`src/rtl/step_seq_pkg.sv`:
```
// Shared types and constants for the instruction timestep sequencer.
package step_seq_pkg;

  typedef enum logic [1:0] {
    IDLE = 2'd0,
    RUN  = 2'd1,
    HOLD = 2'd2
  } state_t;

  localparam int STEP_W       = 4;
  localparam int MAX_STEP_DEF = 9;

endpackage

```
`src/rtl/step_sequencer.sv`:
```
// Instruction timestep sequencer: emits T0..MAX_STEP for the one-hot decoder and counts completed instructions.
// Optional single-step debug ports are enabled by defining STEP_SEQ_SSTEP_EN.
module step_sequencer
  import step_seq_pkg::*;
#(
  parameter int MAX_STEP = MAX_STEP_DEF,
  parameter int CNT_W    = 8
) (
  input  logic              clk,
  input  logic              resetn,
  input  logic              start,
  input  logic              stop,
  input  logic              done,
  input  logic              halt,
`ifdef STEP_SEQ_SSTEP_EN
  input  logic              sstep_mode,
  input  logic              step_req,
  output logic              step_ack,
`endif
  output logic [STEP_W-1:0] step,
  output logic              busy,
  output logic              instr_done,
  output logic [CNT_W-1:0]  instr_count
);

  state_t state;
  logic   adv;
  logic   boundary;

`ifdef STEP_SEQ_SSTEP_EN
  assign adv = !sstep_mode || step_req;
`else
  assign adv = 1'b1;
`endif

  // done from the control unit or the last legal step both close the instruction
  assign boundary = done || (step == STEP_W'(MAX_STEP));

  always_ff @(posedge clk or negedge resetn) begin
    if (!resetn) begin
      state       <= IDLE;
      step        <= '0;
      busy        <= 1'b0;
      instr_done  <= 1'b0;
      instr_count <= '0;
`ifdef STEP_SEQ_SSTEP_EN
      step_ack    <= 1'b0;
`endif
    end else begin
      instr_done <= 1'b0;
`ifdef STEP_SEQ_SSTEP_EN
      step_ack   <= 1'b0;
`endif
      case (state)
        IDLE: begin
          if (start) begin
            state <= RUN;
            busy  <= 1'b1;
            step  <= '0;
          end
        end
        // Releasing HOLD behaves as a normal RUN edge so the held step is neither skipped nor repeated
        RUN, HOLD: begin
          if (halt) begin
            state <= HOLD;
          end else begin
            state <= RUN;
            if (adv) begin
`ifdef STEP_SEQ_SSTEP_EN
              step_ack <= sstep_mode;
`endif
              if (boundary) begin
                step        <= '0;
                instr_done  <= 1'b1;
                instr_count <= instr_count + CNT_W'(1);
                if (stop) begin
                  state <= IDLE;
                  busy  <= 1'b0;
                end
              end else begin
                step <= step + STEP_W'(1);
              end
            end
          end
        end
        default: begin
          state <= IDLE;
          busy  <= 1'b0;
          step  <= '0;
        end
      endcase
    end
  end

endmodule

```
`config.mk`:
```
export PLATFORM = sky130hd
export DESIGN_NAME = step_sequencer
export DESIGN_NICKNAME = d
export VERILOG_FILES = /design/src/rtl/step_seq_pkg.sv /design/src/rtl/step_sequencer.sv
export SDC_FILE = /design/constraint.sdc
export NUM_CORES = 1
export LEC_CHECK = 0
export BUFFER_PORTS_ARGS = -buffer_cell sky130_fd_sc_hd__buf_2
export CORE_UTILIZATION = 35
export DETAILED_ROUTE_END_ITERATION = 8
export GPL_ROUTABILITY_DRIVEN = 1
export SETUP_SLACK_MARGIN = 0.15
export SLEW_MARGIN = 5
export SYNTH_ARGS = -nofsm -noshare
export SYNTH_HDL_FRONTEND = slang
export SYNTH_SLANG_ARGS = --single-unit
```
`constraint.sdc`:
```
create_clock -name clk -period 2.2 [get_ports clk]
set_clock_uncertainty 0.1 [all_clocks]
set_input_delay 0.44 -clock clk [delete_from_list [all_inputs] [get_ports clk]]
set_output_delay 0.44 -clock clk [all_outputs]
set_load 0.1 [all_outputs]
```
## Word-level counts from Yosys, hierarchy flattened

Cells that the tools add are included.

- Logic and storage cells: 38
- Input bits: 6
- Bits in registers: 16
- Output and inout bits: 14

- Bitwise operators: 1
- Multiplexer cells: 17
- $add $sub $neg: 2
- Equality and inequality tests: 7
- Reduce and logical (&&, ||, !) cells: 6

Operators by type and width:

| kind | number |
|---|---|
| two-way mux 4 bit | 3 |
| two-way mux 1 bit | 9 |
| adder 8 x 1 -> 8 bit, second input constant | 1 |
| != test 2 bit, second input constant | 4 |
| case mux 4 bit (2 select lines) | 1 |
| adder 4 x 1 -> 4 bit, second input constant | 1 |
| == test 4 bit, second input constant | 1 |
| two-way mux 2 bit | 2 |
| case mux 2 bit (2 select lines) | 1 |
| AND reduction 4 bit | 1 |
| AND reduction 3 bit | 1 |
| == test 2 x 1 -> 1 bit, second input constant | 1 |
| == test 2 bit, second input constant | 1 |
| logical NOT 2 bit | 1 |
| case mux 1 bit (2 select lines) | 1 |
| AND reduction 2 bit | 1 |
| OR reduction 2 bit | 1 |
| logical OR 1 bit | 1 |
| inverter 1 bit | 1 |

## Logic depth before layout (Yosys ltp)

- Depth after elaboration: 5
- Mapped depth: 6
- Mapped depth without buffers: 6

## Worst setup path after synthesis

OpenSTA, ideal clock, no wires.

- Path type: reg-to-reg
- From: reg step[0]
- To: reg busy
- Path slack: -0.130 ns
- Data required time: 1.972 ns
- Data arrival time: 2.102 ns
- Cell stages (with the launch flop): 6
- Setup time: 0.128 ns
- Period minus slack after synthesis: 2.330 ns
- Buffers on the path: 0
- Cells stage by stage: dfrtp_1 -> ha_1 -> nand3b_4 -> a21bo_2 -> a21oi_2 -> mux2_1

- Word-level cells in the longest chain between the ends: 4

RTL lines:

| item | RTL line | RTL |
|---|---|---|
| from (decl) | step_sequencer.sv:20 | `output logic [STEP_W-1:0] step,` |
| from (signal assigned) | step_sequencer.sv:81 | `step <= step + STEP_W'(1);` |
| == test 4 bit | step_sequencer.sv:37 | `assign boundary = done \|\| (step == STEP_W'(MAX_STEP));` |
| logical OR 1 bit | step_sequencer.sv:37 |  |
| != test 2 bit (no line) | n/a |  |
| AND reduction 4 bit (no line) | n/a |  |
| to (signal assigned) | step_sequencer.sv:43 | `busy <= 1'b0;` |
| to (signal assigned) | step_sequencer.sv:58 | `busy <= 1'b1;` |
| to (signal assigned) | step_sequencer.sv:78 | `busy <= 1'b0;` |
| to (decl) | step_sequencer.sv:21 | `output logic busy,` |

No other way between the ends.
A chain may end at the register's enable or synchronous reset.

## Worst setup path after layout

- From: reg step[1]
- To: reg busy

The elaborated chain is that of the path after synthesis.

==> out/results.tsv <==
stage	metric	value	unit
run_status	status	finished clean	
sta	fin_crit_sh	80.2	%
setup_path	regToRegSetupSlack	0.44	ns
synthesis	synthFlopType	dfrtp_1	
global_routing	grtUsageTotal	14.2	%
clocking	clk_latency	0.29	ns
synthesis	synth_nets	81	
detailed_routing	wl_per_cell	12.1	um
detailed_routing	vias	605	
synthesis	synthArstFlopShare	100	%
floorplan	ios	20	
sta	max_freq	0.567	GHz
synthesis	synth.cell_area	802	um2
clocking	cts-root-buf	clkbuf_4	
setup_path	worstPathArrival	1.83	ns
min_path	hold-path-endpoint	instr_count[7]	
synthesis	synth-seq-area-share	49.9	%
setup_path	reg2reg_depth	6	
layout	layout.nets	106	
detailed_routing	drtPass1Iterations	4	
detailed_routing	detail_route.vias_per_cell	5.00	
layout	syn_to_final_growth	21.1	%
floorplan	initial_core_util	38.9	%
floorplan	core	2060	um2
setup_path	r2r-end	busy	
layout	diodes	0	
sta	fin_crit	1.76	ns
setup_path	worstPathRequired	2.27	ns
clocking	cts_tree	built	
min_path	holdPathStages	1	
sta	finalSetupViolCount	0	
synthesis	yosysTopAreaCell	dfrtp_1	
synthesis	yosys_warnings	0	
global_routing	grt_max_degree	17	
clocking	clk_pin_slew	0.10	ns
floorplan	dieArea	2490	um2
synthesis	post-synth-top-count-cell	dfrtp_1	
clocking	cts_inserted_buffers	3	
synthesis	synthDistinctLibCells	26	
sta	hold_viol	0	
place	place_congestion	0.803	
setup_path	r2r_start	step[1]	
job	max_cap_violations	0	
global_routing	grt_pass1_vias	597	
synthesis	synth_top_cell_area_share	49.9	%
synthesis	synth_edf_count	0	
setup_path	end_kind	register	
min_path	hp-class	register to register	
clocking	cts.htree.levels	1	
layout	drive_gt1_share	34.0	%
floorplan	die_h	49.9	um
detailed_routing	drt_wl_total	1470	um
min_path	hp-start	instr_count[7]	
synthesis	syn_avg_cell_area	11.5	um2
place	numPortBuffers	19	
global_routing	grt_antenna_before_repair	0	
sta	fin_tns_setup	0	ns
synthesis	netlist_top_cells_count	16 x dfrtp_1, 6 x xnor2_1, 5 x ha_1, 5 x nand3_1	
setup_path	start_kind	register	
global_routing	grt_overflow	0	
sta	slew_viol_final	0	
clocking	clock-sinks	16	
clocking	cts.repair.resized	0	
floorplan	die_w	49.9	um
sta	rsz0062_at_grt	false	
synthesis	syn_inst	70	
sta	max_slew_margin	67.8	%
global_routing	grt_first_pass_wirelength	2590	um
detailed_routing	drtIter0Drc	5	
setup_path	path_class	register to register	
place	hpwl	1100	um
synthesis	synth-seq-cells	16	
sta	worst-slew-pin-transition	0.486	ns
setup_path	cp_max_fo	4	
synthesis	synth_area_leaders	dfrtp_1 50%, ha_1 7.8%, xnor2_1 6.6%	
detailed_routing	drtAntennaViolNets	0	
floorplan	rows	16	
clocking	clockBufferDepth	2	
detailed_routing	drc	0	
==> worst max-delay path by stage <==
stage	startpoint	to	slack [ns]	depth (start not counted)
CTS	step[1]	busy	0.43	6
global placement	step[1]	busy	0.47	6
detailed placement	step[1]	busy	0.46	6
finish	step[1]	busy	0.44	6
floorplan	step[0]	busy	0.20	5
global route	state[0]	instr_count[1]	0.35	5
==> critical path, stage by stage (launching register included) <==
cell and delay [ns]:
dfrtp_2 0.43, inv_1 0.08, ha_1 0.20, nand3b_4 0.12, a21bo_2 0.25, a21oi_2 0.14
mux2_1 0.33
==> registers in the layout, indices dropped and copies added (netlist names) <==
signal / cells
step: 4
instr_done: 1
instr_count: 8
busy: 1
state: 2
==> routing by layer <==
metal	global-route usage (%)	vias up	wire length, um
met4	4.29	0	12
met3	5.56	2	107
met5	0	-	0
met2	23.6	26	694
met1	16.8	286	655
li1	-	291	-
==> timing repair <==
action	CTS	global route
endpoints found under the hold margin	16	0
setup buffers	0	0
hold buffers	1	0
==> kinds of logic (layout without fill, tap and decap cells) <==
logic type / Yosys count / after routing / synth area share, %
and+or+nand+nor: 24 / 24 / 17.8
buffers and inverters: 4 / 28 / 1.87
xor gates and xnor gates: 7 / 7 / 7.64
AOI/OAI and AO/OA: 11 / 11 / 10.8
adders and majority gates: 5 / 5 / 7.80
muxes: 3 / 3 / 4.21
DFF: 16 / 16 / 49.9
==> stage by stage <==
| stage | utilization [%] | instance area (um2) | hold WS [ns] | worst slack [ns] | std cells |
|---|---|---|---|---|---|
| CTS | 47.1 | 971 | 0.369 | 0.427 | 121 |
| floorplan | - | 806 | 0.0444 | 0.202 | 70 |
| finish | 47.1 | 971 | 0.377 | 0.436 | 121 |
| global placement | 45.3 | 935 | 0.277 | 0.466 | 116 |
| detailed placement | 45.3 | 935 | 0.281 | 0.457 | 116 |
| global route | 47.1 | 971 | 0.383 | 0.350 | 121 |
==> cell usage in the layout (no fill, tap or decap) <==
master / synthesis / routed
buf_2: 0 / 19
dfrtp_1: 16 / 13
xnor2_1: 6 / 6
nand3_1: 5 / 5
ha_1: 5 / 5
inv_1: 4 / 4
nand2_1: 4 / 4
nand4_1: 3 / 3
nor2_1: 3 / 3
clkbuf_4: 0 / 3
dfrtp_2: 0 / 3
and2_1: 2 / 2
mux2_2: 2 / 2
nor2b_1: 2 / 2
a21oi_1: 2 / 2
o21ai_0: 2 / 2
a22o_1: 2 / 2
nand3b_4: 1 / 1
nand2b_2: 1 / 1
a21oi_4: 1 / 1
and3_1: 1 / 1
a21bo_2: 1 / 1
nand2b_1: 1 / 1
a21oi_2: 1 / 1
mux2_1: 1 / 1
xor2_1: 1 / 1
or3_1: 1 / 1
a22oi_1: 1 / 1
o22ai_1: 1 / 1
clkbuf_1: 0 / 1
dlygate4sd3_1: 0 / 1
==> cell type report <==
type	count	area (um2)
Fill cell	204	1090
Timing Repair Buffer	20	105
Sequential cell	16	404
Multi-Input combinational cell	50	387
Clock buffer	4	26.3
Inverter	4	15.0
Tap cell	27	33.8
Power is not shown: default switching activity piles up to over one toggle a cycle in this logic, so the estimate is an artifact.
